===== src/rtl/axis_packet_arbiter.sv =====
// Packet-level round-robin arbiter: N FIFO requesters onto one AXI-Stream master.
// Optional stall timeout enabled by defining AXIS_ARB_STALL_TIMEOUT_EN.
module axis_packet_arbiter #(
  parameter int NUM_SOURCES = 4,
  parameter int DATA_WIDTH  = 128,
  parameter int STALL_LIMIT = 64,
  localparam int KEEP_WIDTH = DATA_WIDTH / 8,
  localparam int CTRL_WIDTH = KEEP_WIDTH + 2,
  localparam int IDX_WIDTH  = $clog2(NUM_SOURCES)
) (
  input  logic                              clock,
  input  logic                              reset,
  input  logic [NUM_SOURCES-1:0]            src_empty,
  input  logic [NUM_SOURCES*DATA_WIDTH-1:0] src_data,
  input  logic [NUM_SOURCES*CTRL_WIDTH-1:0] src_control,
  output logic [NUM_SOURCES-1:0]            src_read_enable,
  input  logic                              m_axis_tready,
  output logic                              m_axis_tvalid,
  output logic [DATA_WIDTH-1:0]             m_axis_tdata,
  output logic [KEEP_WIDTH-1:0]             m_axis_tkeep,
  output logic                              m_axis_tlast,
  output logic [IDX_WIDTH-1:0]              m_axis_tdest,
  output logic [NUM_SOURCES-1:0]            grant,
  output logic                              stall_error
);

  typedef enum logic {IDLE, STREAM} state_t;

  typedef struct packed {
    logic [DATA_WIDTH-1:0] data;
    logic [KEEP_WIDTH-1:0] keep;
    logic                  last;
    logic [IDX_WIDTH-1:0]  dest;
  } beat_t;

  localparam logic [IDX_WIDTH:0] NS = (IDX_WIDTH+1)'(NUM_SOURCES);

  state_t state, state_nxt;
  logic [IDX_WIDTH-1:0] rr_ptr, rr_nxt;
  logic [IDX_WIDTH-1:0] gidx, gidx_nxt;
  logic [IDX_WIDTH-1:0] win;
  logic                 win_vld;
  logic [NUM_SOURCES-1:0] grant_nxt;
  logic [IDX_WIDTH:0]   sum;

  beat_t sk0, sk1, in_beat;
  logic [1:0] occ;
  logic pop, xfer, stall_hit;

  function automatic logic [IDX_WIDTH-1:0] inc_mod(
    input logic [IDX_WIDTH-1:0] i
  );
    if (i == IDX_WIDTH'(NUM_SOURCES-1)) return '0;
    return i + 1'b1;
  endfunction

  // Scan from the highest offset down so the nearest requester wins.
  always_comb begin
    win     = '0;
    win_vld = 1'b0;
    sum     = '0;
    for (int k = NUM_SOURCES-1; k >= 0; k--) begin
      sum = {1'b0, rr_ptr} + (IDX_WIDTH+1)'(k);
      if (sum >= NS) sum = sum - NS;
      if (!src_empty[sum[IDX_WIDTH-1:0]]) begin
        win     = sum[IDX_WIDTH-1:0];
        win_vld = 1'b1;
      end
    end
  end

  assign xfer = (occ != 2'd0) && m_axis_tready;
  assign pop  = (state == STREAM) && !src_empty[gidx]
             && ((occ != 2'd2) || m_axis_tready);

  assign src_read_enable = pop ? grant : '0;

  always_comb begin
    in_beat      = '0;
    in_beat.data = src_data[gidx*DATA_WIDTH +: DATA_WIDTH];
    in_beat.keep = src_control[gidx*CTRL_WIDTH +: KEEP_WIDTH];
    in_beat.last = src_control[gidx*CTRL_WIDTH + KEEP_WIDTH];
    in_beat.dest = gidx;
  end

`ifdef AXIS_ARB_STALL_TIMEOUT_EN
  localparam int SCW = $clog2(STALL_LIMIT + 1);
  logic [SCW-1:0] stall_cnt;
  logic           stall_err_q;

  assign stall_hit = (state == STREAM) && src_empty[gidx]
                  && (stall_cnt == SCW'(STALL_LIMIT - 1));
  assign stall_error = stall_err_q;

  always_ff @(posedge clock) begin
    if (reset) begin
      stall_cnt   <= '0;
      stall_err_q <= 1'b0;
    end else begin
      if (state != STREAM || pop || stall_hit) stall_cnt <= '0;
      else if (src_empty[gidx]) stall_cnt <= stall_cnt + 1'b1;
      if (stall_hit) stall_err_q <= 1'b1;
    end
  end
`else
  assign stall_hit   = 1'b0;
  assign stall_error = 1'b0;
`endif

  always_comb begin
    state_nxt = state;
    grant_nxt = grant;
    gidx_nxt  = gidx;
    rr_nxt    = rr_ptr;
    unique case (state)
      IDLE: begin
        if (win_vld) begin
          state_nxt      = STREAM;
          grant_nxt      = '0;
          grant_nxt[win] = 1'b1;
          gidx_nxt       = win;
          rr_nxt         = inc_mod(win);
        end
      end
      STREAM: begin
        if (stall_hit) begin
          state_nxt = IDLE;
          grant_nxt = '0;
          rr_nxt    = inc_mod(gidx);
        end else if (pop && in_beat.last) begin
          state_nxt = IDLE;
          grant_nxt = '0;
        end
      end
      default: ;
    endcase
  end

  always_ff @(posedge clock) begin
    if (reset) begin
      state  <= IDLE;
      grant  <= '0;
      gidx   <= '0;
      rr_ptr <= '0;
    end else begin
      state  <= state_nxt;
      grant  <= grant_nxt;
      gidx   <= gidx_nxt;
      rr_ptr <= rr_nxt;
    end
  end

  // Two-entry skid: sk0 is the head presented downstream.
  always_ff @(posedge clock) begin
    if (reset) begin
      occ <= 2'd0;
      sk0 <= '0;
      sk1 <= '0;
    end else begin
      unique case (occ)
        2'd0: begin
          if (pop) begin
            sk0 <= in_beat;
            occ <= 2'd1;
          end
        end
        2'd1: begin
          if (pop && xfer) begin
            sk0 <= in_beat;
          end else if (xfer) begin
            occ <= 2'd0;
          end else if (pop) begin
            sk1 <= in_beat;
            occ <= 2'd2;
          end
        end
        default: begin
          if (xfer) begin
            sk0 <= sk1;
            if (pop) sk1 <= in_beat;
            else     occ <= 2'd1;
          end
        end
      endcase
    end
  end

  assign m_axis_tvalid = (occ != 2'd0);
  assign m_axis_tdata  = sk0.data;
  assign m_axis_tkeep  = sk0.keep;
  assign m_axis_tlast  = sk0.last;
  assign m_axis_tdest  = sk0.dest;

endmodule

===== config.mk =====
export PLATFORM = sky130hd
export DESIGN_NAME = axis_packet_arbiter
export DESIGN_NICKNAME = d
export VERILOG_FILES = /design/src/rtl/axis_packet_arbiter.sv
export SDC_FILE = /design/constraint.sdc
export NUM_CORES = 1
export LEC_CHECK = 0
export ABC_AREA = 1
export ABC_CLOCK_PERIOD_IN_PS = 3700
export CAP_MARGIN = 5
export CORE_AREA = 10 10 280 282
export DETAILED_ROUTE_END_ITERATION = 16
export DIE_AREA = 0 0 290 292
export DONT_BUFFER_PORTS = 1
export GPL_TIMING_DRIVEN = 1
export HOLD_SLACK_MARGIN = 0.15
export PLACE_DENSITY_LB_ADDON = 0.08
export SKIP_LAST_GASP = 1
export SLEW_MARGIN = 20
export SYNTH_ARGS = -nofsm -noshare
export SYNTH_HDL_FRONTEND = slang
export SYNTH_SLANG_ARGS = --single-unit

===== constraint.sdc =====
create_clock -name clock -period 3.7 [get_ports clock]
set_input_delay 1.11 -clock clock [delete_from_list [all_inputs] [get_ports clock]]
set_output_delay 1.11 -clock clock [all_outputs]
set_load 0.005 [all_outputs]

; Word level (Yosys, flattened, before mapping)
; Index checks and enable logic that the tools add are counted.
[classes]
eq_ne = 11
n_shift = 2
magnitude_cmp = 12
bitwise = 2
mul = 1
reduce_logical = 18
n_addsub = 9
mux = 56
[op_table]
columns = op, n
row1 = two-way mux 147 bit, 7
row2 = one-hot mux 147 bit (2 select lines), 2
row3 = indexed part select 512 x 10 -> 128 bit, 1
row4 = indexed part select 72 x 8 -> 16 bit, 1
row5 = two-way mux 2 bit, 18
row6 = less-than comparator 2 x 3 -> 1 bit (second input constant), 6
row7 = two-way mux 1 bit, 16
row8 = two-way mux 4 bit, 3
row9 = != test 2 bit (second input constant), 6
row10 = binary-select mux 1 bit (select 2 bit), 5
row11 = greater-or-equal comparator 3 bit (second input constant), 3
row12 = adder 7 x 5 -> 8 bit (second input constant), 1
row13 = less-than comparator 8 bit (second input constant), 1
row14 = one-hot mux 4 bit (2 select lines), 1
row15 = subtractor 2 x 1 -> 2 bit (second input constant), 4
row16 = binary-select mux 1 bit (select 7 bit), 1
row17 = adder 2 x 2 -> 3 bit (second input constant), 2
row18 = logical AND 1 bit, 6
row19 = multiplier 2 x 4 -> 6 bit (second input constant), 1
row20 = AND reduction 2 bit, 3
row21 = AND reduction 5 bit, 1
row22 = one-hot mux 2 bit (2 select lines), 1
row23 = AND reduction 4 bit, 1
row24 = nonzero test 2 bit, 2
row25 = other kinds (17), 18
[totals]
in_bits = 591
regBits = 305
word_cells = 124
out_inout_bits = 157

; Logic depth before layout (Yosys ltp)
[logic_depth]
word_depth = 16
depth_mapped = 16
depth_no_buf = 15

; Least setup slack after synthesis
; No wires, ideal clock.
[synth_path]
path_type = input port to output port
from = in src_empty[1]
to = out src_read_enable[0]
stages = 7
t_arrival_ns = 1.722
required_ns = 2.590
n_path_buf = 0
slack_ns = 0.868
path_cell_list = nand2_1 -> nand3_1 -> nand2_1 -> nand2_2 -> nor2_2 -> inv_1 -> nor2_1
[synth_via]
elab_chain_cells = 6
[synth_lines]
columns = item, line_no
row1 = from (decl), 13  ; input logic [NUM_SOURCES-1:0] src_empty,
row2 = binary-select mux 1 bit (select 2 bit), 73  ; assign pop = (state == STREAM) && !src_empty[gidx]
row3 = two-way mux 1 bit (implied by the code), 73
row4 = zero test 1 bit, 73
row5 = logical AND 1 bit, 73
row6 = logical AND 1 bit, 74  ; && ((occ != 2'd2) || m_axis_tready);
row7 = two-way mux 4 bit, 76  ; assign src_read_enable = pop ? grant : '0;
row8 = to (decl), 16  ; output logic [NUM_SOURCES-1:0] src_read_enable,
; Every way passes these cells. The select of a mux whose other input is x is not followed.

; Worst setup path in the final report
[layout_path]
from = reg gidx[0]
to = out src_read_enable[0]
[layout_via]
elab_chain_cells = 6
[layout_lines]
columns = item, line_no
row1 = from (decl), 40  ; logic [IDX_WIDTH-1:0] gidx, gidx_nxt;
row2 = from (signal assigned), 148  ; gidx <= gidx_nxt;
row3 = binary-select mux 1 bit (select 2 bit), 73
row4 = two-way mux 1 bit (implied by the code), 73
row5 = zero test 1 bit, 73
row6 = logical AND 1 bit, 73
row7 = logical AND 1 bit, 74
row8 = two-way mux 4 bit, 76
; Every way passes these cells. The select of a mux whose other input is x is not followed.

==> flow_summary.json <==
{
  "syn-instance-count": 2585,
  "crit_path_top_delay_cell": "dfxtp_4",
  "hold_violations": 0,
  "end_kind": "output port",
  "maxSlewViolCount": 0,
  "place_area_um2": 17620,
  "drive_above_1_share_pct": 7.925,
  "postCtsSetupBuffers": 0,
  "crit_top_cell": "nand2_1",
  "root_buffer": "clkbuf_16",
  "maxCapViolCount": 0,
  "ys_ff_latch": 305,
  "cts_made_buffers": 41,
  "period_share_pct": 92.14,
  "layout.nets": 3021,
  "netlist_area_um2": 17070,
  "fin_skew_ps": 19.73,
  "finalSetupTns_ps": 0,
  "dr.pass1.iters": 5,
  "cts_max_path_buffers": 3,
  "drcViolationCount": 0,
  "fin_crit_ps": 3409,
  "power_mw": 15.38,
  "vias_per_cell": 4.963,
  "cts_tree": "done",
  "layout_commonest_cell": "nor2_1",
  "mostFrequentLayoutCells": "703 x nor2_1, 555 x o21ai_0, 303 x dfxtp_1",
  "grt_start_max_net_pins": 175,
  "drt_iter0_drc": 1042,
  "slowest_delay_ps": 660,
  "die_area_um2": 84680,
  "worst_hold_slack_ps": 443.6,
  "routedWlPerCell_um": 23.18,
  "syn_avg_cell_area_um2": 6.605,
  "holdCritPathClass": "flop to flop",
  "preCtsSetupSlack_ps": 479.2,
  "clk_latency_ps": 550,
  "track_usage_pct": 17.39,
  "synth_seq_area_share_pct": 35.76,
  "routed_wl_mm": 79.25,
  "setup_viol": 0,
  "worst_pin_slew_ps": 978.5,
  "path_buf_inv": 2,
  "path_max_fanout": 61,
  "rsz0062_at_grt": "false",
  "dp.cells": 3340,
  "critPathKind": "flop to output port",
  "syn-num-nets": 3182,
  "start_util_pct": 23.52,
  "grt_pass1_vias": 15950,
  "postCtsHoldBufs": 0,
  "clkTransAtPathRegs_ps": 50,
  "antenna_found_initial": 29,
  "clkSinkCount": 305,
  "p_leak_nw": 7.183,
  "worstPathCellList": "inv_8, nand2_1, nand3_1, nand2_1, nand2_2, nor2_2, inv_1, nor2_1",
  "final_cells": 3419,
  "core_area_um2": 72590,
  "ant_nets": 0,
  "place.gp.congestion": 0.8400,
  "timing.final.ws_setup_ps": 290.9,
  "vias": 16970,
  "powerDensity_nw_per_um2": 812.8,
  "areaGrowthSynthToFinish_pct": 10.85,
  "hpwlAfterDp_mm": 57.65,
  "yosysWarnings": 0,
  "grt_overflow": 0,
  "io_buffers": 0,
  "dieWidth_um": 290,
  "maxSlewHeadroom_pct": 34.77,
  "fmax_ghz": 0.2933,
  "post_cts_resize_count": 0,
  "ios": 748,
  "ir_drop_mv": 0.4587,
  "status": "finished, final reports clean",
  "required_ps": 2590,
  "htree_levels": 2,
  "crit_family": "simple AND/OR/NAND/NOR gates",
  "grt_pass1_wl_mm": 112.5,
  "final_area_um2": 18930,
  "synth_cell_types": 27,
  "fin_util_pct": 26.07,
  "die_height_um": 292,
  "rows": 99,
  "arrival_ps": 2300,
  "crit_path_start_kind": "flop"
}
## power breakdown
part / internal (mW) / switching, mW
sequential: 4.04 / 0.941
combinational: 1.91 / 4.60
clock: 2.37 / 1.52
total: 8.32 / 7.06
## layout make-up
type,count,area (um^2)
diodes,12,30.03
clock buffers,62,1175
clock inverters,5,100.1
fillers,8080,53660
inverters,180,703.2
multi-input cells,1871,9293
flip-flops and latches,305,6113
well taps,959,1200
repair buffers,25,312.8
## kinds of logic after synthesis
| family | Yosys count | share of synthesized area [%] |
|---|---|---|
| adders and majority gates | 6 | 0.4397 |
| and+or+nand+nor | 929 | 20.58 |
| AOI/OAI and AO/OA | 934 | 33.25 |
| buffers and inverters | 409 | 9.893 |
| other | 1 | 0.02196 |
| DFF | 305 | 35.76 |
| xor gates and xnor gates | 1 | 0.05131 |
## worst register-to-register path, cell delays in order, from the launching register on
cell and delay (ps):
dfxtp_1 590, nor2_1 120, nor2_1 150, inv_1 70, ha_1 280, a21oi_1 350, nand2_8 310, buf_12 330
nor2_1 330, a211oi_2 40
## state kept, by name, summed over array words and instances, names as in the netlist
register,cells
m_axis_tdest,2
m_axis_tlast,1
grant,4
m_axis_tkeep,16
sk1,147
m_axis_tdata,128
occ,2
rr_ptr,2
state,1
gidx,2
## cells in the mapped netlist (all sizes together)
library cell | n | area, um^2
o21ai | 620 | 3103
a21oi | 58 | 290.3
a32oi | 2 | 17.52
conb | 1 | 3.750
inv | 180 | 675.7
clkbuf | 112 | 420.4
dfxtp | 305 | 6106
ha | 6 | 75.07
o211ai | 1 | 7.510
nor2 | 704 | 2645
nand3 | 15 | 75.07
o22ai | 142 | 888.4
o2111ai | 2 | 17.52
buf | 117 | 593.1
a211oi | 108 | 1331
a22oi | 1 | 21.27
nor3 | 1 | 5.000
xnor2 | 1 | 8.760
nand2 | 209 | 789.5
## layer usage
metal / up-vias / track usage [%] / routed length (um)
li1: 8340 / - / -
met1: 7848 / 20.43 / 32110
met2: 657 / 27.88 / 36690
met3: 106 / 7.599 / 8179
met4: 16 / 6.017 / 2182
met5: - / 0 / 86
## final timing paths
kind,slack (ps),cells past startpoint,startpoint,end
max reg2reg,970,9,occ[1]$_SDFFE_PP0P_,sk1[11]$_SDFFE_PP0P_
min reg2reg,440,2,sk1[88]$_SDFFE_PP0P_,sk1[88]$_SDFFE_PP0P_
max,290,8,gidx[0]$_SDFFE_PP0P_,src_read_enable[0]
min,440,2,sk1[88]$_SDFFE_PP0P_,sk1[88]$_SDFFE_PP0P_
Note: power is estimated with default switching activity, not from simulation.
